## src/rtl/mem_stage.sv

```systemverilog
// Memory-access stage: drives the req/gnt/rvalid data bus, formats load data,
// builds store byte enables and registers the write-back controls.
module mem_stage #(
  parameter int TIMEOUT_CYCLES = 16
) (
  input  logic        clk,
  input  logic        rstn,
  input  logic        reg_wr_in,
  input  logic        mem2reg_sel_in,
  input  logic        mem_wr_in,
  input  logic        mem_rd_in,
  input  logic [2:0]  mem_op_in,
  input  logic [31:0] alu_result_in,
  input  logic [31:0] reg2_data_in,
  input  logic [4:0]  reg_wb_addr_in,
  output logic        dbus_req,
  output logic        dbus_we,
  output logic [31:0] dbus_addr,
  output logic [3:0]  dbus_be,
  output logic [31:0] dbus_wdata,
  input  logic        dbus_gnt,
  input  logic        dbus_rvalid,
  input  logic [31:0] dbus_rdata,
  output logic        stall_out,
  output logic        wb_reg_wr,
  output logic [4:0]  wb_reg_addr,
  output logic [31:0] wb_data,
  output logic        misalign_exc,
  output logic        bus_err_exc,
  output logic        dbg_state
);

  // Bus handshake: a request is accepted in the cycle where dbus_req and
  // dbus_gnt are both high; a load then completes in the first later cycle
  // with dbus_rvalid high. Request signals stay stable until granted.
  typedef enum logic {IDLE = 1'b0, WAIT_RD = 1'b1} state_t;

  localparam logic [7:0] TO_LAST =
    (TIMEOUT_CYCLES == 0) ? 8'd0 : 8'(TIMEOUT_CYCLES - 1);

  state_t      state_q, state_d;
  logic [7:0]  cnt_q, cnt_d;
  logic [1:0]  off;
  logic        is_byte, is_half, misaligned;
  logic [3:0]  be_val;
  logic [31:0] wdata_val, load_data;
  logic [7:0]  lane_byte;
  logic [15:0] lane_half;
  logic        sign_ext;
  logic        pending, done, mis_pulse, err_pulse;

  always_comb begin
    off        = alu_result_in[1:0];
    is_byte    = (mem_op_in == 3'b000) || (mem_rd_in && mem_op_in == 3'b100);
    is_half    = (mem_op_in == 3'b001) || (mem_rd_in && mem_op_in == 3'b101);
    misaligned = is_half ? off[0] : (is_byte ? 1'b0 : (off != 2'b00));
    if (is_byte) begin
      be_val    = 4'b0001 << off;
      wdata_val = {4{reg2_data_in[7:0]}};
    end else if (is_half) begin
      be_val    = 4'b0011 << off;
      wdata_val = {2{reg2_data_in[15:0]}};
    end else begin
      be_val    = 4'b1111;
      wdata_val = reg2_data_in;
    end
    lane_byte = 8'(dbus_rdata >> {off, 3'b000});
    lane_half = 16'(dbus_rdata >> {off, 3'b000});
    sign_ext  = ~mem_op_in[2];
    if (is_byte)      load_data = {{24{sign_ext & lane_byte[7]}}, lane_byte};
    else if (is_half) load_data = {{16{sign_ext & lane_half[15]}}, lane_half};
    else              load_data = dbus_rdata;
  end

  always_comb begin
    state_d    = state_q;
    cnt_d      = cnt_q;
    dbus_req   = 1'b0;
    dbus_we    = 1'b0;
    dbus_addr  = 32'd0;
    dbus_be    = 4'd0;
    dbus_wdata = 32'd0;
    pending    = 1'b0;
    done       = 1'b0;
    mis_pulse  = 1'b0;
    err_pulse  = 1'b0;
    case (state_q)
      IDLE: begin
        if (mem_rd_in || mem_wr_in) begin
          pending = 1'b1;
          if (misaligned) begin
            done      = 1'b1;
            mis_pulse = 1'b1;
          end else begin
            dbus_req   = 1'b1;
            dbus_we    = mem_wr_in;
            dbus_addr  = {alu_result_in[31:2], 2'b00};
            dbus_be    = be_val;
            dbus_wdata = wdata_val;
            if (dbus_gnt) begin
              if (mem_rd_in) begin
                state_d = WAIT_RD;
                cnt_d   = 8'd0;
              end else begin
                done = 1'b1;
              end
            end
          end
        end
      end
      WAIT_RD: begin
        pending = 1'b1;
        cnt_d   = cnt_q + 8'd1;
        if (dbus_rvalid) begin
          done    = 1'b1;
          state_d = IDLE;
        end else if (TIMEOUT_CYCLES != 0 && cnt_q == TO_LAST) begin
          // Final wait cycle without data: give up and report a bus error.
          done      = 1'b1;
          err_pulse = 1'b1;
          state_d   = IDLE;
        end
      end
      default: state_d = IDLE;
    endcase
    stall_out = pending & ~done;
  end

  always_ff @(posedge clk or negedge rstn) begin
    if (!rstn) begin
      state_q <= IDLE;
      cnt_q   <= 8'd0;
    end else begin
      state_q <= state_d;
      cnt_q   <= cnt_d;
    end
  end

  // Stalled cycles send a bubble; address and data keep their last value.
  always_ff @(posedge clk or negedge rstn) begin
    if (!rstn) begin
      wb_reg_wr    <= 1'b0;
      wb_reg_addr  <= 5'd0;
      wb_data      <= 32'd0;
      misalign_exc <= 1'b0;
      bus_err_exc  <= 1'b0;
    end else begin
      misalign_exc <= mis_pulse;
      bus_err_exc  <= err_pulse;
      if (stall_out) begin
        wb_reg_wr <= 1'b0;
      end else begin
        wb_reg_wr   <= reg_wr_in & ~(mis_pulse | err_pulse);
        wb_reg_addr <= reg_wb_addr_in;
        wb_data     <= mem2reg_sel_in ? load_data : alu_result_in;
      end
    end
  end

  assign dbg_state = state_q;

endmodule

```

## config.mk

```make
export PLATFORM = sky130hd
export DESIGN_NAME = mem_stage
export DESIGN_NICKNAME = d
export VERILOG_FILES = /design/src/rtl/mem_stage.sv
export SDC_FILE = /design/constraint.sdc
export NUM_CORES = 1
export LEC_CHECK = 0
export CORE_MARGIN = 5
export CORE_UTILIZATION = 30
export DETAILED_ROUTE_END_ITERATION = 8
export HOLD_SLACK_MARGIN = 0.15
export PLACE_DENSITY = 0.76
export SYNTH_ARGS = -nofsm -noshare
export SYNTH_HDL_FRONTEND = slang
export SYNTH_SLANG_ARGS = --single-unit
```

## constraint.sdc

```tcl
create_clock -name clk -period 2.6 [get_ports clk]
set_clock_uncertainty 0.05 [all_clocks]
set_input_delay 0.26 -clock clk [delete_from_list [all_inputs] [get_ports clk]]
set_output_delay 0.26 -clock clk [all_outputs]
set_load 0.05 [all_outputs]
```

==> results.txt, run 1 <==
----------------------------------------------------
[Run status]
  Run status ... finished, final reports clean

[Power and ir drop]
  Maximum vdd drop ... 284 uV
  Standby leakage power ... around 2.8 nW
  Power density over cell area ... roughly 560 nW/um^2

[Global route]
  Wire length of the first global-routing pass ... 23100 um
  Number of global-route vias before repair ... 4392
  Antenna violations before repair ... 0
  Total gr overflow ... 0
  Largest net degree at the start of global routing ... 35
  Combined global-route utilization of all metal layers ... 0.192

[STA]
  Slew at the pin with the worst max-slew slack ... 701 ps
  Hold violation count in the final report ... 0
  Post-Route Setup TNS ... 0 ps
  Final critical path time including I/O delays and setup ... 2510 ps
  Final worst hold slack ... around 430 ps
  Relative max-transition margin ... 0.533
  Setup repair after global routing missed its margin ... no
  Crit share post-route ... 0.965
  Setup violators final ... 0
  Maximum clock frequency ... between 0.3 and 0.4 GHz
  Max-slew violations ... 0

[Drt]
  Total length of routed met2 wires ... around 7600 um
  Total length of routed met3 wires ... around 1200 um
  Number of vias per cell after detailed routing ... 5.05
  Number of nets with antenna violations after routing ... 0
  Met1 Wirelength ... around 6100 um
  Routed len/inst ... about 17 um
  Remaining routing DRC violations ... 0
  Routed via count ... approximately 4400
  Wire length reported by the detailed router ... roughly 15000 um
  DRC marker count from the first detailed-route iteration ... around 230
  Highest Signal Layer ... met4
  Length of the first detailed-routing pass in iterations ... 4

[Final layout]
  Fillcell total ... 1231
  Final #Nets ... 815
  Number of standard cells in the final layout excluding fillers ... 870
  Synthesis-to-finish area growth ... 69.1%
  Core occupancy in the finished layout ... 0.513
  Fraction of layout cells with a size suffix above 1 ... 0.246
  Antenna fix cells ... 0
  Final instance area ... 6420 um^2

[Synthesis]
  Post-synth cell types ... 56
  XOR/XNOR share of the synthesized area ... 0.00692
  Total of flip-flops plus latches after synthesis ... 49
  Compound-gate portion of the synthesized area ... 0.232
  Synthesized netlist cell count ... between 400 and 500
  Proportion of synthesized area in mux cells ... 0.0844
  Most used DFF post-synth ... sky130_fd_sc_hd__dfrtp_1
  Largest family of logic cells by synthesized area ... simple AND/OR/NAND/NOR gates
  Synthesis Warnings ... 0
  EDFF count, synth ... 0
  Leading cell types by total area after synthesis ... sky130_fd_sc_hd__dfrtp_1 32%, sky130_fd_sc_hd__nand2_1 6.2%, sky130_fd_sc_hd__mux2i_1 6.1%, sky130_fd_sc_hd__o21ai_0 5.5%, sky130_fd_sc_hd__a31oi_1 5.3%
  Commonest cells in the netlist ... 63 x sky130_fd_sc_hd__nand2_1, 49 x sky130_fd_sc_hd__dfrtp_1, 42 x sky130_fd_sc_hd__o21ai_0, 38 x sky130_fd_sc_hd__nor2_1, 32 x sky130_fd_sc_hd__a31oi_1
  Adder and majority gate portion of the synthesized area ... 0.0198
  Post-synthesis async set-or-reset flop share ... 1.00
  Top-area cell type share of the netlist area ... 0.323
  Post-synthesis share of cell area spent on and, or, nand and nor gates ... 0.264
  Netlist Area Pre-Place ... about 3800 um^2
  Average cell area after synthesis ... roughly 8.0 um^2
  Post-synth top area cell ... sky130_fd_sc_hd__dfrtp_1
  Library cell with the highest instance count after synthesis ... sky130_fd_sc_hd__nand2_1
  Fraction of the yosys area taken by sequential cells ... 0.323

[Worst setup path]
  Endpoint required time on the critical path ... roughly 2300 ps
  Worst Setup End Kind ... output port
  Critical path cell sequence ... clkdlybuf4s50_1 > nor2b_4 > or3_4 > nand2_2 > or2_1 > inv_2 > buf_12 > and2_1 > buf_4
  Worst reg2reg path depth ... 6
  Reg2Reg Launch Point ... cnt_q[4]
  Crit-path slowest cell ... sky130_fd_sc_hd__clkdlybuf4s50_1
  Critical Path Source Type ... input port
  Critical path peak fanout ... 34
  Critical Path AT ... ~2200 ps
  Critical path start-end classification ... in -> out
  FF-to-FF End ... wb_data[12]
  Crit-path max cell delay ... ~450 ps
  Worst reg-to-reg setup slack ... 600 ps

[Placed design]
  Weighted congestion reported at the end of routability-driven placement ... ~0.95
  Port buffer count ... between 200 and 250
  Instance area after placement ... 6240 um^2
  Detailed-placement wirelength estimate ... between 10000 and 15000 um
  Number of cells in the design after placement ... between 800 and 900

[Clock tree]
  TritonCTS Buffers ... 5
  Number of clock sinks ... 49
  CTS tree ... done
  Root buffer selected by CTS ... sky130_fd_sc_hd__clkbuf_16
  Clock latency at the later pin of the worst-skew pair ... 290 ps
  Clock buffer depth ... 2
  Number of levels in the clock H-tree ... 2
  Clock-pin slew on the worst setup and hold paths ... around 80 ps
  Post-CTS setup-driven buffer insertion count ... 0

[Worst hold path]
  Worst hold path type ... reg -> reg
  Startpoint of the most critical hold path ... wb_reg_addr[0]
  Endpoint, Worst Hold ... wb_reg_addr[0]
  Hold depth ... 2

[Die]
  I/O pin count ... roughly 220
  Die Outline Area ... about 15000 um^2
  Num rows ... 41
  Starting density of the core ... 0.303
  Horiz. Die Dim ... between 100 and 150 um
  Chip Height ... 122 um
  CORE AREA ... about 13000 um^2

[Run]
  Number of violations of the max-capacitance limit ... 0

----------------------------------------------------
[where the power goes]
group          internal (mW)  total [mW]  switching [mW]
clock network          0.369       0.685           0.316
logic                  0.719        1.95            1.23
registers              0.893       0.971          0.0776
total                   1.98        3.60            1.62
[cells in the final DEF (no fill, tap or decap), types with 9 or more instances in the layout]
master	count
sky130_fd_sc_hd__clkdlybuf4s50_1	150
sky130_fd_sc_hd__buf_4	98
sky130_fd_sc_hd__nand2_1	63
sky130_fd_sc_hd__dfrtp_1	49
sky130_fd_sc_hd__o21ai_0	42
sky130_fd_sc_hd__nor2_1	37
sky130_fd_sc_hd__a31oi_1	31
sky130_fd_sc_hd__mux2i_1	23
sky130_fd_sc_hd__and2_4	19
sky130_fd_sc_hd__and2_1	19
sky130_fd_sc_hd__a21oi_2	18
sky130_fd_sc_hd__nor2b_1	18
sky130_fd_sc_hd__a211oi_1	9
[worst max-delay path, delay by kind of cell]
family	cells	cell delay, ps
buf+inv	4	890
simple gates	5	1030
[per-layer routing]
metal  GRT usage  vias up
li1            -     2127
met1       0.239     2067
met2       0.336      188
met3      0.0465       14
met4      0.0406        0
met5           0        -
[per-stage QoR]
step                power [mW]  worst slack (ps)
global route              3.78              3.46
detailed placement        2.94             -82.0
global placement          2.91              -114
finish                    3.60              91.6
CTS                       3.63              96.6
floorplan                 2.18              -457
[logic make-up (layout without fill, tap and decap cells)]
| family | Yosys count | in the layout |
|---|---|---|
| multiplexers | 31 | 31 |
| XOR/XNOR | 3 | 3 |
| AND/OR/NAND/NOR | 196 | 196 |
| buffers and inverters | 51 | 272 |
| adder cells (fa/ha/maj) | 6 | 6 |
| flip-flops | 49 | 49 |
| AO/OA/AOI/OAI | 139 | 139 |
| other | 1 | 2 |
[cell type report]
class	count	area, um^2	area share
multi-input combinational	377	2440	0.380
tap	172	215	0.0335
clock buffer	5	125	0.0195
clock inverter	3	28.8	0.00448
timing repair buffer	256	2360	0.367
sequential	49	1230	0.191
inverter	8	30.0	0.00468
[state kept, by name, indices dropped and copies added (netlist names)]
register,cells
wb_data,32
cnt_q,8
wb_reg_addr,5
bus_err_exc,1
dbg_state,1
misalign_exc,1
wb_reg_wr,1
[worst max path at each step]
| stage | cells past startpoint | to | start | slack, ps |
|---|---|---|---|---|
| floorplan | 9 | dbus_wdata[24] | alu_result_in[1] | -460 |
| global placement | 7 | wb_data[15] | mem_op_in[2] | -110 |
| detailed placement | 7 | wb_data[15] | alu_result_in[0] | -80 |
| CTS | 9 | dbus_addr[15] | mem_op_in[2] | 100 |
| global route | 10 | dbus_addr[7] | alu_result_in[0] | 3 |
| finish | 9 | dbus_addr[15] | mem_op_in[2] | 90 |
[timing repair]
| item | in CTS | in global routing |
|---|---|---|
| gates resized for setup | 0 | 1 |
| hold buffers | 1 | 0 |
| endpoints found under the hold margin | 30 | 0 |
| setup endpoints to repair | 0 | 2 |
Power figures use the tool's default switching activity.
==> run 2, diff against run 1 <==
--- a/config.mk
+++ b/config.mk
@@ -7,6 +7,7 @@
 export LEC_CHECK = 0
 export CORE_MARGIN = 5
 export CORE_UTILIZATION = 30
+export CTS_CLUSTER_DIAMETER = 30
 export DETAILED_ROUTE_END_ITERATION = 8
 export HOLD_SLACK_MARGIN = 0.15
 export PLACE_DENSITY = 0.76
==> results of run 2 <==
Final layout, timing and power as in run 1 (identical DEF).
